`config.mk`:
```
export PLATFORM = sky130hd
export DESIGN_NAME = execute_branch_resolve_ctrl
export DESIGN_NICKNAME = d
export VERILOG_FILES = /design/src/rtl/execute_branch_resolve_ctrl.sv
export SDC_FILE = /design/constraint.sdc
export NUM_CORES = 1
export LEC_CHECK = 0
export CAP_MARGIN = 20
export CORE_ASPECT_RATIO = 1.5
export CORE_MARGIN = 2
export CORE_UTILIZATION = 50
export DETAILED_ROUTE_END_ITERATION = 10
export HOLD_SLACK_MARGIN = 0.06
export PLACE_DENSITY_LB_ADDON = 0.12
export REMOVE_ABC_BUFFERS = 1
export SYNTH_ARGS = -nofsm -noshare
export SYNTH_HDL_FRONTEND = slang
export SYNTH_SLANG_ARGS = --single-unit
```
`constraint.sdc`:
```
create_clock -name iCLOCK -period 3.67 [get_ports iCLOCK]
set_input_delay 0.734 -clock iCLOCK [delete_from_list [all_inputs] [get_ports iCLOCK]]
set_output_delay 0.734 -clock iCLOCK [all_outputs]
set_load 0.005 [all_outputs]
```
`src/rtl/execute_branch_resolve_ctrl.sv`:
```
// Branch-resolution sequencer: on a mispredict it flushes the pipeline, redirects fetch
// and optionally writes the BTB; also keeps saturating hit/miss statistics.
module execute_branch_resolve_ctrl #(
  parameter int unsigned BTB_UPDATE_ENA = 1
) (
  input  logic        iCLOCK,
  input  logic        inRESET,
  input  logic        iSTATE_NORMAL,
  input  logic        iBR_VALID,
  input  logic        iBR_TAKEN,
  input  logic        iBR_IB,
  input  logic        iBR_PREDICT_HIT,
  input  logic [31:0] iBR_PC,
  input  logic [31:0] iBR_JUMP_ADDR,
  output logic        oBUSY,
  output logic        oFLUSH,
  output logic        oJUMP_VALID,
  output logic [31:0] oJUMP_ADDR,
  input  logic        iJUMP_ACK,
  output logic        oBTB_UPD_VALID,
  output logic [31:0] oBTB_UPD_PC,
  output logic [31:0] oBTB_UPD_TARGET,
  output logic        oBTB_UPD_TAKEN,
  input  logic        iBTB_UPD_BUSY,
  input  logic        iCOUNT_CLEAR,
  output logic [15:0] oHIT_COUNT,
  output logic [15:0] oMISS_COUNT
);

  typedef enum logic [1:0] {StIdle, StFlush, StJump, StUpdate} state_e;

  state_e      state_q, state_d;
  logic [31:0] pc_q, pc_d;
  logic [31:0] target_q, target_d;
  logic [31:0] jump_addr_q, jump_addr_d;
  logic        taken_q, taken_d;
  logic        ib_q, ib_d;
  logic [15:0] hit_cnt_q, hit_cnt_d;
  logic [15:0] miss_cnt_q, miss_cnt_d;
  logic        accept;

  assign accept = (state_q == StIdle) && iBR_VALID && iSTATE_NORMAL;

  always_comb begin
    state_d     = state_q;
    pc_d        = pc_q;
    target_d    = target_q;
    jump_addr_d = jump_addr_q;
    taken_d     = taken_q;
    ib_d        = ib_q;
    unique case (state_q)
      StIdle: begin
        if (accept) begin
          pc_d        = iBR_PC;
          target_d    = iBR_JUMP_ADDR;
          taken_d     = iBR_TAKEN;
          ib_d        = iBR_IB;
          // Redirect address is resolved at capture so oJUMP_ADDR comes straight from a flop.
          jump_addr_d = (iBR_TAKEN || iBR_IB) ? iBR_JUMP_ADDR : iBR_PC + 32'd4;
          if (!iBR_PREDICT_HIT) state_d = StFlush;
        end
      end
      StFlush: state_d = StJump;
      StJump: begin
        if (iJUMP_ACK) begin
          state_d = ((BTB_UPDATE_ENA != 0) && !ib_q) ? StUpdate : StIdle;
        end
      end
      StUpdate: begin
        if (!iBTB_UPD_BUSY) state_d = StIdle;
      end
      default: state_d = StIdle;
    endcase
  end

  // Clear wins over a same-cycle increment; both counters stick at all-ones.
  always_comb begin
    hit_cnt_d  = hit_cnt_q;
    miss_cnt_d = miss_cnt_q;
    if (iCOUNT_CLEAR) begin
      hit_cnt_d  = 16'h0000;
      miss_cnt_d = 16'h0000;
    end else if (accept) begin
      if (iBR_PREDICT_HIT) begin
        if (hit_cnt_q != 16'hFFFF) hit_cnt_d = hit_cnt_q + 16'd1;
      end else begin
        if (miss_cnt_q != 16'hFFFF) miss_cnt_d = miss_cnt_q + 16'd1;
      end
    end
  end

  always_ff @(posedge iCLOCK or negedge inRESET) begin
    if (!inRESET) begin
      state_q     <= StIdle;
      pc_q        <= 32'h0;
      target_q    <= 32'h0;
      jump_addr_q <= 32'h0;
      taken_q     <= 1'b0;
      ib_q        <= 1'b0;
      hit_cnt_q   <= 16'h0;
      miss_cnt_q  <= 16'h0;
    end else begin
      state_q     <= state_d;
      pc_q        <= pc_d;
      target_q    <= target_d;
      jump_addr_q <= jump_addr_d;
      taken_q     <= taken_d;
      ib_q        <= ib_d;
      hit_cnt_q   <= hit_cnt_d;
      miss_cnt_q  <= miss_cnt_d;
    end
  end

  assign oBUSY           = (state_q != StIdle);
  assign oFLUSH          = (state_q == StFlush);
  assign oJUMP_VALID     = (state_q == StJump);
  assign oJUMP_ADDR      = jump_addr_q;
  assign oBTB_UPD_VALID  = (state_q == StUpdate);
  assign oBTB_UPD_PC     = pc_q;
  assign oBTB_UPD_TARGET = target_q;
  assign oBTB_UPD_TAKEN  = taken_q;
  assign oHIT_COUNT      = hit_cnt_q;
  assign oMISS_COUNT     = miss_cnt_q;

endmodule

```
==> impl_metrics.toml <==
[status]
status = "completed"

[die]
dieArea_um2 = 13700
core_um2 = 12400
die_height_um = 142
io_pins = 207
chipWidth_um = 96.1
core.rowCount = 50
start_util_pct = 51.1

[placement]
pre_cts_slack_ps = 668
dp.cells = 1050
gp_congestion = 0.856
portBuffers = 206
hpwlAfterDp_um = 12900

[logic_synthesis]
async_flop_share_pct = 100
avgSynthCellArea_um2 = 8.89
netlist.area_leader.share_pct = 51.9
yosysTopAreaCell = "dfrtp_1"
syn_area_um2 = 6360
synth-seq-cells = 132
post-synth-top-count-cell = "nand2_1"
synthTopCellsByCount = "nand2_1 (225), dfrtp_1 (132), nor2_1 (57)"
seq_area_frac_synth_pct = 51.9
synth_ff_type = "dfrtp_1"
yosysWarningCount = 0
synth-edff-count = 0
synth.area.top_cells = "dfrtp_1 (52%), nand2_1 (13%), xnor2_1 (3.6%), nor2_1 (3.4%), xor2_1 (3.3%)"
postSynthCellCount = 716
ys_types = 50

[sta]
hold_viol = 0
max_slew_margin_pct = 53.4
maxSlewViolCount = 0
fin_crit_ps = 2590
skew_ps = 7.73
worst_slew_pin_slew_ps = 700
setup_viol = 0
fin_crit_sh_pct = 70.5
rsz0062_at_grt = "false"
fmax_ghz = 0.387
setup_slack_ps = 1080

[route]
dr.pass1.iters = 5
vias = 5930
drc_errors = 0
drtAntennaViolNets = 0
routed_wl_um = 18300
wl_per_cell_um = 16.9
drt-initial-drc-count = 321
avgViaCountPerCell = 5.48

[worst_setup_path]
cpMaxStageDelayCell = "clkdlybuf4s50_1"
worstPathArrival_ps = 2900
critical-path-top-delay-family = "buffers and inverters"
worst_ep_required_time_ps = 3980
path_buf_inv = 3
r2r-start = "state_q[0]"
reg2reg_depth = 5
path_cells = "clkdlybuf4s50_1, nor4bb_4, buf_4, buf_12, nand2_1, o21ai_0"
crit_path_end_kind = "flop"
crit_path_start_kind = "input port"
max_stage_delay_ps = 530
path_class = "input port to flop"
r2r-end = "oJUMP_ADDR[20]"
rrSetupSlack_ps = 1430
worstPathMaxFanout = 92

[global_route]
grt_start_max_net_pins = 114
overflow = 0
grt_pass1_wl_um = 29100
grt_pass1_vias = 5886
grt_usage_pct = 27.5
antenna_found_initial = 0

[power_and_ir_drop]
p_leak_uw = 0.00402
total_power_uw = 6110
clock_power_share_pct = 27.3
p_sw_uw = 1850
p_int_uw = 4260
power.density_nw_per_um2 = 664
seqPwrFrac_pct = 38.0
p_sw_share_pct = 30.3
peakVddDrop_uv = 363
combinationalPowerShare_pct = 34.7

[clock_tree]
clk_pin_slew_ps = 60
holdBufCountCts = 0
post_cts_resized = 0
cts_root_buf = "clkbuf_16"
cts_sinks = 132
clock_latency_ps = 410
cts_tree = "yes"
clk_path_buf_depth = 2
cts_setup_buffers = 0
cts_buffers = 17
htreeDepth = 4

[finish]
stdcell_count = 1082
fin_nets = 991
syn_to_final_growth_pct = 44.6
diodes = 0
drive_gt1_share_pct = 6.37
final_util_pct = 73.9

[run]
maxCapViolCount = 0

[min_path]
worstHoldPathType = "input port to async pin"
## cells by family (layout without fill, tap and decap cells)
logic type,count (synthesis),in the layout,share of synthesized area [%]
and+or+nand+nor,386,386,28.0
buffers and inverters,48,258,2.93
xor gates and xnor gates,50,50,6.88
AOI/OAI and AO/OA,90,90,8.59
adders and majority gates,3,3,0.590
DFF,132,132,51.9
muxes,7,7,1.14
## stage by stage
stage	setup TNS, ps	instance area (µm²)	hold slack, ps
after floorplan	-509190	6220	438
after global placement	0	8590	458
after detailed placement	0	8590	463
after CTS	0	9170	478
after global routing	0	9200	126
final	0	9200	133
## layer usage
| layer | vias up | share of wire (%) | track usage [%] |
|---|---|---|---|
| li1 | 2800 | - | - |
| met1 | 2884 | 37 | 31.8 |
| met2 | 198 | 53 | 46.9 |
| met3 | 48 | 6.5 | 7.47 |
| met4 | 0 | 3.5 | 11.9 |
| met5 | - | 0 | 0 |
## cell type report
cell class	count	area, µm²
Clock buffer	19	453
Sequential cell	132	3300
Multi-Input combinational cell	536	2910
Inverter	11	41.3
Timing Repair Buffer	216	2170
Tap cell	156	195
Fill cell	967	3250
Clock inverter	12	131
## worst max-delay path by stage
stage	to	cells after the start	startpoint	slack, ps
global placement	oJUMP_ADDR[22]	6	iBR_VALID	720
detailed placement	oJUMP_ADDR[28]	6	iBR_VALID	670
global route	oJUMP_ADDR[20]	6	iBR_VALID	900
finish	oJUMP_ADDR[20]	6	iBR_VALID	1080
floorplan	oJUMP_ADDR[18]	3	iBR_VALID	-6110
CTS	oJUMP_ADDR[20]	6	iBR_VALID	1070
## registers in the layout, indices dropped and copies added, names as in the netlist
register,flops
ib_q,1
oBTB_UPD_PC,32
oBTB_UPD_TAKEN,1
oBTB_UPD_TARGET,32
oHIT_COUNT,16
oJUMP_ADDR,32
oMISS_COUNT,16
state_q,2
## layout by cell type, fill, tap and decap left out, types with 3 or more instances in the layout
master	Yosys	final
nand2_1	225	225
clkdlybuf4s50_1	0	205
dfrtp_1	132	132
nor2_1	57	57
o21ai_0	29	29
xnor2_1	26	26
nand3_1	25	25
xor2_1	24	24
a21oi_1	24	24
and3_1	17	17
clkbuf_16	0	17
nand4_1	11	11
nor3_1	11	11
inv_1	11	11
o22ai_1	8	8
buf_4	1	8
nor4_1	7	7
clkinvlp_4	0	7
o21ai_1	6	6
a31oi_1	6	6
and4_1	5	5
mux2i_1	5	5
nor2b_1	4	4
o211ai_1	4	4
or2_2	3	3
a211oi_1	3	3
ha_1	3	3
## power by group through the flow
stage | registers, µW | logic, µW | clock network, µW
after floorplan | 2320 | 669 | 0
after global placement | 2300 | 2070 | 0
after detailed placement | 2330 | 2130 | 0
after CTS | 2320 | 2140 | 1700
after global routing | 2380 | 2320 | 1760
final | 2320 | 2120 | 1670
(Power assumes the default switching activity.)
